--- src/rtl/jk_bank_sequencer_pkg.sv ---
// Shared encodings for the JK bank sequencer: command ops and controller states.
package jk_bank_sequencer_pkg;

  // Op encoding is {J,K}, so bit 1 drives J and bit 0 drives K directly.
  localparam logic [1:0] OP_HOLD = 2'b00;
  localparam logic [1:0] OP_CLR  = 2'b01;
  localparam logic [1:0] OP_SET  = 2'b10;
  localparam logic [1:0] OP_TOG  = 2'b11;

  typedef enum logic [1:0] {
    ST_IDLE  = 2'd0,
    ST_APPLY = 2'd1,
    ST_DONE  = 2'd2
  } state_t;

endpackage

--- src/rtl/jk_cell.sv ---
// Single JK flip-flop storage cell with synchronous active-high reset.
module jk_cell (
  input  logic clk,
  input  logic rst,
  input  logic J,
  input  logic K,
  output logic Q
);

  always_ff @(posedge clk) begin
    if (rst) begin
      Q <= 1'b0;
    end else begin
      case ({J, K})
        2'b00:   Q <= Q;
        2'b01:   Q <= 1'b0;
        2'b10:   Q <= 1'b1;
        default: Q <= ~Q;
      endcase
    end
  end

endmodule

--- src/rtl/jk_bank_sequencer.sv ---
// Command-driven controller that sequences J/K into one cell of a JK bank
// for a requested number of clock edges, then pulses done (and err if out of range).
module jk_bank_sequencer
  import jk_bank_sequencer_pkg::*;
#(
  parameter int N_FF  = 8,
  parameter int IDX_W = 3,
  parameter int CNT_W = 4
) (
  input  logic             clk,
  input  logic             rst,
  input  logic             cmd_valid,
  output logic             cmd_ready,
  input  logic [1:0]       cmd_op,
  input  logic [IDX_W-1:0] cmd_idx,
  input  logic [CNT_W-1:0] cmd_count,
  output logic             busy,
  output logic             done,
  output logic             err,
  output logic [N_FF-1:0]  j,
  output logic [N_FF-1:0]  k,
  output logic [N_FF-1:0]  q
);

  state_t           state_reg;
  logic [CNT_W-1:0] rem_reg;
  logic             oob_reg;
  logic [N_FF-1:0]  j_reg;
  logic [N_FF-1:0]  k_reg;
  logic             cmd_ready_reg;
  logic             busy_reg;
  logic             done_reg;
  logic             err_reg;
  logic [N_FF-1:0]  sel;

  // An out-of-range index matches no cell, so its decoded J/K stay all-zero.
  generate
    for (genvar gi = 0; gi < N_FF; gi++) begin : g_cell
      assign sel[gi] = (cmd_idx == IDX_W'(gi));

      jk_cell u_cell (
        .clk (clk),
        .rst (rst),
        .J   (j_reg[gi]),
        .K   (k_reg[gi]),
        .Q   (q[gi])
      );
    end
  endgenerate

  always_ff @(posedge clk) begin
    if (rst) begin
      state_reg     <= ST_IDLE;
      rem_reg       <= '0;
      oob_reg       <= 1'b0;
      j_reg         <= '0;
      k_reg         <= '0;
      cmd_ready_reg <= 1'b1;
      busy_reg      <= 1'b0;
      done_reg      <= 1'b0;
      err_reg       <= 1'b0;
    end else begin
      case (state_reg)
        ST_IDLE: begin
          if (cmd_valid && cmd_ready_reg) begin
            state_reg     <= ST_APPLY;
            rem_reg       <= (cmd_count == '0) ? CNT_W'(1) : cmd_count;
            oob_reg       <= (32'(cmd_idx) >= N_FF);
            j_reg         <= cmd_op[1] ? sel : '0;
            k_reg         <= cmd_op[0] ? sel : '0;
            cmd_ready_reg <= 1'b0;
            busy_reg      <= 1'b1;
          end
        end
        ST_APPLY: begin
          if (rem_reg == CNT_W'(1)) begin
            state_reg <= ST_DONE;
            j_reg     <= '0;
            k_reg     <= '0;
            done_reg  <= 1'b1;
            err_reg   <= oob_reg;
          end else begin
            rem_reg <= rem_reg - 1'b1;
          end
        end
        ST_DONE: begin
          state_reg     <= ST_IDLE;
          rem_reg       <= '0;
          oob_reg       <= 1'b0;
          done_reg      <= 1'b0;
          err_reg       <= 1'b0;
          busy_reg      <= 1'b0;
          cmd_ready_reg <= 1'b1;
        end
        default: begin
          state_reg     <= ST_IDLE;
          j_reg         <= '0;
          k_reg         <= '0;
          done_reg      <= 1'b0;
          err_reg       <= 1'b0;
          busy_reg      <= 1'b0;
          cmd_ready_reg <= 1'b1;
        end
      endcase
    end
  end

  assign cmd_ready = cmd_ready_reg;
  assign busy      = busy_reg;
  assign done      = done_reg;
  assign err       = err_reg;
  assign j         = j_reg;
  assign k         = k_reg;

endmodule

--- config.mk ---
export PLATFORM = sky130hd
export DESIGN_NAME = jk_bank_sequencer
export DESIGN_NICKNAME = d
export VERILOG_FILES = /design/src/rtl/jk_bank_sequencer_pkg.sv /design/src/rtl/jk_cell.sv /design/src/rtl/jk_bank_sequencer.sv
export SDC_FILE = /design/constraint.sdc
export NUM_CORES = 1
export LEC_CHECK = 0
export CAP_MARGIN = 25
export CELL_PAD_IN_SITES_DETAIL_PLACEMENT = 0
export CELL_PAD_IN_SITES_GLOBAL_PLACEMENT = 1
export CORE_MARGIN = 8
export CORE_UTILIZATION = 25
export CTS_BUF_LIST = sky130_fd_sc_hd__clkbuf_16
export DETAILED_ROUTE_END_ITERATION = 10
export HOLD_SLACK_MARGIN = 0.12
export PLACE_DENSITY = 0.62
export SLEW_MARGIN = 5
export SYNTH_ARGS = -nofsm -noshare
export SYNTH_HDL_FRONTEND = slang
export SYNTH_SLANG_ARGS = --single-unit
--- constraint.sdc ---
create_clock -name clk -period 2.4 [get_ports clk]
set_clock_uncertainty 0.15 [all_clocks]
set_input_delay 0.48 -clock clk [delete_from_list [all_inputs] [get_ports clk]]
set_output_delay 0.48 -clock clk [all_outputs]
set_load 0.03 [all_outputs]
==> results by stage, run 1 <==
Setup path:
- The worst setup path is captured at an output port.
- Measured in cells, the most critical reg-to-reg path has a length of 6.
- The critical path is of the reg -> out type.
- In this run the register-to-register setup slack is 0.50 ns.
- The highest net fanout along the worst path is 4.
- On the critical path, the stage with the largest delay is an instance of clkdlybuf4s50_1.
- In this run the critical register-to-register path is captured at j[2]$_SDFFE_PP0P_.
- The worst register-to-register path begins at rem_reg[1]$_SDFFE_PP0P_.
- The signal on the critical path passes through clkdlybuf4s50_1.
- Among cell families on the critical path, the largest total delay comes from buffers and inverters.
- The highest cell delay on the worst timing path is between 0.6 and 0.7 ns.
- Counting both buffers and inverters, the worst setup path holds a total of 1.
- STA classifies the critical path startpoint as a flip-flop.
- The arrival time at the worst endpoint is 1.35 ns.
- The required arrival time at the worst endpoint is 1.77 ns.

Yosys:
- The synthesized design devotes to its leading area cell type a little under a third of total area.
- Counting distinct cell types in the post-synthesis netlist gives 44.
- The post-synthesis sequential area ratio is 30.6%.
- Counting every instance in the synthesized netlist gives 254.
- During synthesis, Yosys emitted a total of 0 warnings.
- When the netlist entered floorplanning its net count stood at 288.
- By area the synthesized netlist is led by dfxtp_1 (31%), ha_1 (13%), buf_4 (8.7%).
- The commonest register cell after synthesis is dfxtp_1.
- The synthesized flop and latch total is 33.
- The library cell occupying the most area in the post-synthesis netlist is dfxtp_1.
- Of all flip-flops after synthesis, the portion carrying an async set or reset was 0%.
- The number of flops mapped to enable cells by yosys is 0.
- Summing every instance area after synthesis gives 2160 um^2.
- The average footprint of a synthesized cell is 8.49 um^2.

Flow run:
- The max-capacitance violation count is 0.

Route:
- In the final routed layout, each cell accounts on average for 12.6 um.
- Dividing the detail-routed via count by the number of cells gives 4.32.
- The detailed-router iteration count before antenna repair is 4.
- The routed layout has 1,642 vias.
- In this run, the number of DRC markers left after iteration 0 of detailed routing was 46.
- In the routed design, unresolved DRC markers number 0.
- The final layout contains routed wiring with a total length of 4780 um.
- In this run the remaining antenna-violating nets after routing total 0.

Placed design:
- OpenSTA, run right after detailed placement, puts the worst setup slack at 0.312 ns.
- Summing all placed instances gives a cell area of 2490 um^2.
- Detailed placement finished with a half-perimeter wire length of 3620 um.
- The count of buffers added on input and output ports is 38.
- At the end of routability-driven placement, the weighted congestion stood at 0.759.
- In this run, placement finished with an instance count of around 370.

Finish:
- The count of inserted antenna diode cells is 0.
- The post-synthesis to final-layout area growth is 21.7%.
- The post-route standard cell area excluding fillers is 2630 um^2.
- The post-route netlist has 6.99% of its cells at a drive strength greater than 1.
- The number of cells in the finished layout apart from fillers is 380.
- After the last flow step, the layout net total stands at 305.
- The most common cell after layout, fill and taps aside is clkdlybuf4s50_1.
- The fraction of the core area covered by cells at the end of the flow is 30.7%.
- The layout has 906 filler cells.
- The library cells used most frequently in the layout, excluding fill and tap cells, are clkdlybuf4s50_1 (38), dfxtp_1 (33), inv_1 (31).

Outcome:
- The run finished with clean final reports.

Timing:
- The total negative setup slack is 0 ns.
- Setup repair after global routing left no endpoint under its margin.
- The worst hold margin is 0.323 ns.
- The total count of hold-check failures in the final report was 0.
- The number of pins with negative max-slew slack in the final report is 0.
- For the finished layout, the period the worst path requires is 1.98 ns.
- Across all setup checks in the final design, the least slack found is 0.418 ns.
- Derived from the worst setup path, the maximum achievable clock frequency is 0.505 GHz.
- The final cycle utilization of the critical path is around 83%.
- Setup violations remaining at the end of the flow were counted as 0.

Die:
- The die extent in x is 109 um.
- The starting density of the core is 25.2%.
- The number of top-level pins is 40.
- After floorplanning, the core was sized to cover 8550 um^2.
- The total number of placement rows is 34.
- The die covers 11,900 um^2.
- The die is 109 um tall.

Power and ir drop:
- In this run the power density over the cells is 822 nW/um^2.
- The largest voltage drop on the vdd net is ~0.43 mV.
- The internal portion of the total power is 1.41 mW.
- The leakage power of the design is 1.05 nW.
- The power share of the clock group is 28.2%.
- Per report_power, the sequential group accounts for 31.9% of the total.
- The overall power is 2.16 mW.
- The switching share of power is 34.5%.
- The combinational share of power is 39.9%.
- The power spent charging and discharging nets is ~740 uW.

CTS:
- Once the clock tree was built, the setup fixing pass inserted 0 buffers.
- The total CTS buffers is 5.
- CTS placed an instance of clkbuf_16 at the clock tree root.
- The count of hold buffers inserted by post-cts repair is 0.
- The clock tree from TritonCTS is built.
- At the later pin of the worst-skew pair, clock insertion delay measures 0.28 ns.
- The quantity of gates resized following cts is 0.
- Counting every sink on the clock net gives 33.
- The maximum clock insertion buffer count is 2.
- The CTS clock-pin slew for the worst setup and hold paths is 0.05 ns.
- The H-tree depth reported by CTS is 2.

Global route:
- The pin count of the biggest net entering global routing is 23.
- In the global route stage, overall resource usage came out at 8.43%.
- The number of global-route vias before repair is 1,578.
- After global routing the overflow that remains totals 0.
- The first global-routing pass estimated 7820 um of wire.
- The number of antenna violations at the first check in global routing is 0.

Hold path:
- The worst hold path begins at busy$_SDFFE_PP0P_.
- The worst hold path terminates at busy$_SDFFE_PP0P_.
- In this run the worst hold path is classified as reg -> reg.
- The worst hold path was traced through 2 stages.
==> cell families after synthesis <==
family | share of synthesized area (%)
and+or+nand+nor | 19.0
buffers and inverters | 17.0
AOI/OAI and AO/OA | 12.6
DFF | 30.6
adders and majority gates | 12.8
muxes | 7.42
other | 0.174
xor gates and xnor gates | 0.406
==> layer usage <==
layer | vias up | routed length, um | part of all wire (%) | track usage, %
li1 | 861 | - | - | -
met1 | 745 | 2340 | 49 | 10.8
met2 | 28 | 2100 | 44 | 12.5
met3 | 8 | 252 | 5.3 | 2.66
met4 | 0 | 81 | 1.7 | 4.11
met5 | - | 0 | 0 | 0
==> power groups by stage <==
stage | logic [mW] | clock network, mW | registers, mW
3_3_place_gp | 0.859 | 0 | 0.701
6_report | 0.859 | 0.608 | 0.689
4_1_cts | 0.865 | 0.637 | 0.690
3_5_place_dp | 0.862 | 0 | 0.701
2_1_floorplan | 0.667 | 0 | 0.708
5_1_grt | 0.949 | 0.652 | 0.700
==> worst max-delay path by stage <==
stage	depth (start not counted)	from	endpoint
after global routing	1	j[6]$_SDFFE_PP0P_	j[6]
after CTS	1	j[1]$_SDFFE_PP0P_	j[1]
after detailed placement	6	cmd_valid	j[2]$_SDFFE_PP0P_
after global placement	6	cmd_valid	k[4]$_SDFFE_PP0P_
final	1	j[1]$_SDFFE_PP0P_	j[1]
after floorplan	8	state_reg[0]$_SDFFE_PP0P_	j[0]$_SDFFE_PP0P_
==> synthesized netlist by cell type (all sizes together) (2+ instances only) <==
library cell,instances
a211oi,2
o21ai,2
nor3,10
nand3,6
a31oi,11
and3b,2
inv,31
a21boi,2
buf,28
nand2,23
a2111oi,2
clkbuf,7
a2bb2oi,2
mux2i,16
nor2b,2
nand2b,17
a21oi,12
a21o,2
dfxtp,33
nor2,4
ha,22
==> worst reg2reg max path: cells and delay by family (launching register included) <==
kind	cells	cell delay [ns]
and+or+nand+nor	1	0.40
AOI/OAI and AO/OA	1	0.34
DFF	1	0.33
buffers and inverters	2	0.25
muxes	1	0.18
adders and majority gates	1	0.17
==> cell type report <==
| type | instances | area [um^2] | share of cell area (%) |
|---|---|---|---|
| multi-input cells | 155 | 1130 | 43.0 |
| clock buffers | 5 | 125 | 4.77 |
| inverters | 31 | 116 | 4.43 |
| well taps | 108 | 135 | 5.15 |
| repair buffers | 45 | 445 | 17.0 |
| flip-flops and latches | 33 | 661 | 25.2 |
| clock inverters | 3 | 12.5 | 0.477 |
No activity file was read; power rests on OpenSTA's default activity.
==> run 2, diff against run 1 <==
--- a/config.mk
+++ b/config.mk
@@ -13,7 +13,7 @@
 export CTS_BUF_LIST = sky130_fd_sc_hd__clkbuf_16
 export DETAILED_ROUTE_END_ITERATION = 10
 export HOLD_SLACK_MARGIN = 0.12
-export PLACE_DENSITY = 0.62
+export PLACE_DENSITY = 0.64
 export SLEW_MARGIN = 5
 export SYNTH_ARGS = -nofsm -noshare
 export SYNTH_HDL_FRONTEND = slang
==> constraint.sdc (replaced) <==
create_clock -name clk -period 1.7 [get_ports clk]
set_clock_uncertainty 0.15 [all_clocks]
set_input_delay 0.34 -clock clk [delete_from_list [all_inputs] [get_ports clk]]
set_output_delay 0.34 -clock clk [all_outputs]
set_load 0.03 [all_outputs]
==> run 2 against run 1 <==
Critical path depth grew 5; the flow now finishes with violations (setup timing); worst hold slack worse by 0.0073 ns; clock-buffer cell count did not move; cell area grew 8.3%; cell count grew 5.3%; highest routed layer unchanged; via count rose by 4.3%.
==> results by stage, run 2 (same netlist as run 1, synthesis figures left out) <==
Die:
- The die area is between 10,000 and 15,000 um^2.
- The total area inside the core boundary comes to 8550 um^2.
- Pin placement for this block handled 40 I/O pins.
- For this configuration, the core starts out at a cell density of 25.2%.
- The die is approximately 110 um tall.
- The total number of placement rows is 34.
- The die extent in x is 109 um.

Setup path:
- STA classifies the critical path startpoint as a flip-flop.
- By startpoint and endpoint, the worst setup path is classified as reg -> reg.
- The worst register-to-register path begins at rem_reg[1]$_SDFFE_PP0P_.
- In this run the register-to-register setup slack is -0.05 ns.
- The highest net fanout along the worst path is 16.
- The capturing point of the worst reg2reg path is j[1]$_SDFFE_PP0P_.
- Measured in cells, the most critical reg-to-reg path has a length of 6.
- The required arrival time at the worst endpoint is 1.71 ns.
- Data on the critical path arrives at its endpoint at 1.76 ns.
- The worst setup path is captured at a flip-flop.

Placed design:
- The count of buffers inserted at the top-level ports is 38.
- The final weighted congestion of routability-driven global placement is 0.779.
- The placed instances occupy a cell area of 2650 um^2.
- The placed wire-length estimate is 3820 um.

Route:
- For this block, wires on met1 add up to 2250 um.
- For this block, the routed nets add up to 4790 um of wire.
- In this run, the number of DRC markers left after iteration 0 of detailed routing was 46.
- In the final routed layout, each cell accounts on average for about 12 um.
- The highest metal layer carrying signal wires in the routed design is met4.
- The routed via count divided by cell count is approximately 4.3.
- The count of nets left with antenna violations once routing finished came out at 0.
- The detailed-router iteration count before antenna repair is 4.
- For this run, design rule violations remaining after detail routing come to 0.
- The routed length on met2 is between 2000 and 2500 um.
- After detailed routing, the met3 layer carries roughly 310 um of wire.
- The detailed-route via count is about 1,700.

Timing:
- The worst path uses 103% of the clock period.
- Setup violations remaining at the end of the flow were counted as 16.
- Setup repair after global routing could not meet its margin everywhere.
- The number of pins with negative max-slew slack in the final report is 0.
- The total count of hold-check failures in the final report was 0.
- The achievable clock frequency is 0.571 GHz.
- The worst path in the final design needs a cycle of 1.75 ns, including I/O delays and setup.
- After layout, the worst setup slack is -0.0518 ns.

Power and ir drop:
- Across the VDD grid, the largest voltage drop is 0.428 mV.
- The overall power is 3.33 mW.
- Dividing total power by cell area gives a power density of between 1000 and 1500 nW/um^2.
- The leakage power of the design is 1.29 nW.

Hold path:
- The startpoint identified for the worst hold timing path is g_cell[7].u_cell.Q$_SDFFE_PP0P_.
- The worst hold path belongs to the class reg -> reg.
- Along the worst hold path, the cell count comes to 2.
- The endpoint of the worst hold path is g_cell[7].u_cell.Q$_SDFFE_PP0P_.

Global route:
- The overall overflow remaining after global route is 0.
- The number of antenna violations at the first check in global routing came to 0.
- The number of global-route vias before repair came to ~1,800.
- The pin count of the biggest net entering global routing is 17.
- The wire length of the first global-routing pass is 8060 um.
- The total routing resource utilization after global routing is 8.55%.

CTS:
- The clock latency of the later-clocked register in the worst-skew pair is 0.27 ns.
- The clock tree from TritonCTS is built.
- In this run the post-CTS setup repair buffer count came out at 0.
- Hold repair after CTS inserted 0 buffers.
- CTS built an H-tree with a depth of 2.
- The clock sink count is 33.
- The total CTS buffers is 5.
- The maximum clock insertion buffer count is 2.
- The CTS clock-pin slew for the worst setup and hold paths is about 0.050 ns.
- The clock root buffer is clkbuf_16.

Finish:
- The most common cell after layout, fill and taps aside is dfxtp_1.
- The finished cells cover ~2800 um^2.
- 0 antenna diodes ended up in the layout.
- At the end of the flow, the number of nets in the layout was 325.
- The fraction of the core area covered by cells at the end of the flow is between 30% and 40%.
- The top cell types in the final layout, fill and taps aside, are dfxtp_1 (31), inv_1 (30), dlygate4sd2_1 (27).
- The post-synthesis to final-layout area growth is 31.8%.
- Cells with a size suffix above 1 make up 18.2% of the layout.

Flow run:
- The max-capacitance violation count is 0.

Outcome:
- The flow ran to the end, but the final reports show violations.
- The checks that failed: setup timing.
==> run 2: through the flow <==
| stage | instances | setup WS (ns) | TNS [ns] | hold slack, ns |
|---|---|---|---|---|
| floorplan | 254 | -0.115 | -1.15 | 0.296 |
| global placement | 392 | -0.111 | -1.65 | 0.307 |
| detailed placement | 392 | -0.148 | -1.67 | 0.315 |
| CTS | 400 | -0.0623 | -0.859 | 0.321 |
| global route | 400 | -0.132 | -1.83 | 0.339 |
| finish | 400 | -0.0518 | -0.708 | 0.315 |
==> run 2: area by class of cell <==
class,count,area [um^2]
inverter,31,116
clock inverter,3,12.5
fill,863,5710
tap,108,135
multi-input combinational,155,1230
timing repair buffer,65,566
clock buffer,5,125
sequential,33,663
==> run 2: worst max path at each step <==
stage / from / to / slack (ns) / depth (start not counted)
floorplan: rem_reg[1]$_SDFFE_PP0P_ / j[0]$_SDFFE_PP0P_ / -0.12 / 7
global placement: cmd_valid / rem_reg[0]$_SDFFE_PP0P_ / -0.11 / 5
detailed placement: cmd_valid / rem_reg[0]$_SDFFE_PP0P_ / -0.15 / 5
CTS: rem_reg[1]$_SDFFE_PP0P_ / j[1]$_SDFFE_PP0P_ / -0.06 / 6
global route: rem_reg[1]$_SDFFE_PP0P_ / j[6]$_SDFFE_PP0P_ / -0.13 / 6
finish: rem_reg[1]$_SDFFE_PP0P_ / j[1]$_SDFFE_PP0P_ / -0.05 / 6
==> run 2: what timing repair did <==
item / 4_1_cts / 5_1_grt
pin swaps: 4 / 1
gates resized for setup: 31 / 15
endpoints found under the setup margin: 46 / 21
gates cloned: 0 / 0
==> run 2: power breakdown <==
part           internal (mW)  leakage, nW  switching, mW  total [mW]
Combinational          0.760        0.953          0.740        1.50
Clock                  0.529       0.0687          0.328       0.857
Sequential             0.880        0.269         0.0880       0.968
==> run 2: critical path, cell delays in order, from the launching register on <==
cell and delay [ns]:
dfxtp_2 0.32, inv_2 0.07, ha_4 0.13, or3b_4 0.37, a211o_1 0.30, buf_12 0.17
mux2i_1 0.12
==> run 2: layer usage <==
metal / vias to the layer above / global-route usage [%]
li1: 903 / -
met1: 769 / 10.2
met2: 36 / 13.6
met3: 5 / 3.19
met4: 0 / 3.52
met5: - / 0
==> patch 1: new RTL, flow settings as in run 2 <==
The 3 states of `state_t` get a one-hot encoding in 3 bits.
--- a/src/rtl/jk_bank_sequencer_pkg.sv
+++ b/src/rtl/jk_bank_sequencer_pkg.sv
@@ -8,8 +8,8 @@
   localparam logic [1:0] OP_TOG  = 2'b11;
 
-  typedef enum logic [1:0] {
-    ST_IDLE  = 2'd0,
-    ST_APPLY = 2'd1,
-    ST_DONE  = 2'd2
+  typedef enum logic [2:0] {
+    ST_IDLE  = 3'b001,
+    ST_APPLY = 3'b010,
+    ST_DONE  = 3'b100
   } state_t;
 
Formal check against the unedited RTL: same outputs for any inputs over 10 cycles, from zero or initial values and one cycle with rst high; not proved beyond that.
==> patch 1 against run 2 <==
  * Critical path depth is 1 higher
  * Cell area up 3.8%
  * Routed wire length up 10%
  * Setup slack worse by 0.012 ns
  * Synthesized area grew 3.6%
  * Highest routed layer unchanged
  * The run still ends with setup timing left
  * Sequential cell count up 1
  * Count of clock-buffer cells in the layout stayed put
Power is not compared: it rests on default switching activity, and its combinational part moved more than twofold at a synthesized area within 25%.
==> patch 1: results <==
metrics = {
    "outcome": {
        "status": "complete, but fails checks",
        "violations": "setup timing",
    },
    "yosys": {
        "syn_avg_cell_area_um2": 8.94,
        "synth.top_cells.by_count": "dfxtp_1, inv_1, buf_4",
        "synth-adder-area-share_pct": 10.1,
        "synth_fp_nets": 280,
        "synth_mux_area_share_pct": 0,
        "synth_compound_area_share_pct": 23.0,
        "ys_seq_area_share_pct": 30.5,
        "ys_types": 45,
        "synthXorXnorAreaFrac_pct": 0,
        "yosys-top-cells-area": "dfxtp_1, ha_1, o31ai_4, buf_4, nand4_1",
    },
    "global_routing": {
        "grt_pass1_vias": 1853,
        "grt_max_degree": 18,
    },
    "drt": {
        "drt_iter0_drc": 85,
        "wl_per_cell_um": 13.4,
        "via_per_inst": 4.68,
        "wirelength_um": 5280,
    },
    "placement": {
        "gp_congestion": 0.742,
        "dpl.cell_count": 387,
        "dp_hpwl_um": 3990,
        "place_area_um2": 2760,
        "post-place-ws_ns": -0.157,
    },
    "worst_setup_path": {
        "crit-reg2reg-capture": "k[2]$_SDFFE_PP0P_",
        "crit_slowest_cell": "or3_4",
        "crit_fanout": 6,
        "r2r_cells": 7,
        "cp.arrival_ns": 1.81,
    },
    "sta": {
        "setup_viol_count_final": 17,
        "fin_ws_ns": -0.0638,
        "whs_ns": 0.304,
        "setup_tns_ns": -0.795,
    },
    "cells_and_area": {
        "drive_gt1_share_pct": 22.0,
        "final_nets": 316,
    },
    "power": {
        "power_mw": 2.26,
    },
    "worst_hold_path": {
        "hold_class": "input pin to register",
    },
}
[patch 1: cell types whose count changed in the layout (fill, tap and decap cells not counted), moves of 6 or more]
| cell | change |
|---|---|
| nand2b_1 | -14 |
| mux2i_1 | -16 |
| nor3_1 | +7 |
| nand3_1 | -6 |
| nand4_1 | +16 |
| nand2_1 | -7 |
| o31ai_4 | +14 |
[patch 1: timing repair]
item | CTS | global route
resized for setup | 31 | 11
hold buffers | 0 | 0
pin swaps | 4 | 8
setup endpoints to repair | 47 | 20
setup buffers | 0 | 0
[patch 1: cell type report]
type                       count  area share, %
clock inverter                 3          0.382
clock buffer                   5           4.24
inverter                      26           3.31
timing repair buffer          67           20.6
multi-input combinational    152           43.7
sequential                    34           23.1
tap                          108           4.58
[patch 1: per-layer routing]
layer	GRT usage (%)	share of wire, %	vias to the layer above
met3	3.08	5.6	4
met4	2.70	0.97	0
met5	0	0	-
met2	13.8	47	36
li1	-	-	938
met1	10.6	47	872
==> patch 2: new RTL, flow settings as in run 2 <==
Made on the original files. `IDX_W`: 3 -> 4.
--- a/src/rtl/jk_bank_sequencer.sv
+++ b/src/rtl/jk_bank_sequencer.sv
@@ -5,5 +5,5 @@
 #(
   parameter int N_FF  = 8,
-  parameter int IDX_W = 3,
+  parameter int IDX_W = 4,
   parameter int CNT_W = 4
 ) (
Interface: changed (resized cmd_idx); port bits go from 40 to 41. The function was not compared with the original's and may differ.
==> patch 2 against run 2 <==
  * The run still ends with setup timing left
  * Critical endpoint is now k[4]$_SDFFE_PP0P_
  * Global-route usage rose by 0.052 points
  * Setup slack lost 0.047 ns
  * First-iteration DRC count grew 57%
  * Non-clock buffer count increased by 5
  * Routed wire length grew 1.6%
  * Power shrank 0.94%
  * Cell area up 3.4%
  * Count of clock-buffer cells in the layout stayed put
  * Largest power group unchanged
  * Synthesized area increased by 2.4%
  * Sequential cell count rose by 2
==> patch 2: results <==
metrics = {
    "sta": {
        "fin_ws_ns": -0.0992,
        "setup_tns_ns": -1.45,
        "setup_viol_count_final": 16,
    },
    "outcome": {
        "status": "complete, but fails checks",
        "violations": "setup timing",
    },
    "yosys": {
        "synth.top_cells.by_count": "dfxtp_1, inv_1, nand2_1",
        "synthXorXnorAreaFrac_pct": 0.396,
        "ys_ff_latch": 35,
        "yosys-top-cells-area": "dfxtp_1, ha_1, buf_4, mux2i_1, inv_1",
        "ys_seq_area_share_pct": 31.7,
        "synth_mux_area_share_pct": 7.25,
        "synth_compound_area_share_pct": 13.0,
        "ys_types": 39,
        "syn_avg_cell_area_um2": 8.67,
        "synth-adder-area-share_pct": 12.5,
    },
    "worst_setup_path": {
        "cp.arrival_ns": 1.81,
        "critical_path.max_stage_delay_ns": 0.39,
    },
    "drt": {
        "num_vias": 1792,
        "wl_per_cell_um": 11.9,
        "wl_met1_um": 2290,
        "met2_length_um": 2220,
        "wl_met3_um": 324,
        "drt_iter0_drc": 72,
    },
    "cells_and_area": {
        "multi_input_gates": 157,
        "buf_share_pct": 20.5,
        "multi_input_area_share_pct": 41.2,
        "fillerInstances": 909,
        "final_cells": 409,
        "buffers": 70,
        "register_area_um2": 709,
    },
    "placement": {
        "io_buffers": 40,
        "gp_congestion": 0.798,
        "dpl.cell_count": 399,
        "dp_hpwl_um": 3890,
    },
    "clock_tree": {
        "cts_resized": 33,
    },
    "power": {
        "p_seq_share_pct": 30.6,
        "p_switching_mw": 1.02,
        "peakVddDrop_mv": 0.500,
        "p_clk_share_pct": 30.8,
    },
    "global_routing": {
        "grt_usage_pct": 8.61,
        "grt_pass1_wl_um": 8250,
    },
}
-- patch 2: metal layers --
layer  up-vias  GRT usage [%]
li1        936              -
met1       821           9.98
met2        33           14.1
met3         2           3.66
met4         0           2.60
met5         -              0
-- patch 2: how the worst min path moves through the flow --
stage,start,to,slack [ns]
CTS,g_cell[3].u_cell.Q$_SDFFE_PP0P_,g_cell[3].u_cell.Q$_SDFFE_PP0P_,0.32
detailed placement,g_cell[3].u_cell.Q$_SDFFE_PP0P_,g_cell[3].u_cell.Q$_SDFFE_PP0P_,0.32
finish,g_cell[3].u_cell.Q$_SDFFE_PP0P_,g_cell[3].u_cell.Q$_SDFFE_PP0P_,0.32
floorplan,g_cell[0].u_cell.Q$_SDFFE_PP0P_,g_cell[0].u_cell.Q$_SDFFE_PP0P_,0.30
global placement,g_cell[0].u_cell.Q$_SDFFE_PP0P_,g_cell[0].u_cell.Q$_SDFFE_PP0P_,0.30
global route,err$_SDFFE_PP0P_,err$_SDFFE_PP0P_,0.34
-- patch 2: through the flow --
stage / total power [mW] / setup slack, ns / hold WS (ns) / area (µm²)
6_report: 3.29 / -0.0992 / 0.316 / 2940
5_1_grt: 3.50 / -0.145 / 0.345 / 2940
4_1_cts: 3.27 / -0.0934 / 0.321 / 2900
3_5_place_dp: 2.23 / -0.181 / 0.315 / 2750
3_3_place_gp: 2.22 / -0.172 / 0.303 / 2750
2_1_floorplan: 1.86 / -0.0876 / 0.296 / 2220
-- patch 2: cells by family (layout without fill, tap and decap cells) --
logic type                 count (synthesis)  in the layout
and+or+nand+nor                           74             74
buffers and inverters                     63            109
AOI/OAI and AO/OA                         44             44
DFF                                       35             35
adders and majority gates                 22             22
muxes                                     16             16
xor gates and xnor gates                   1              1
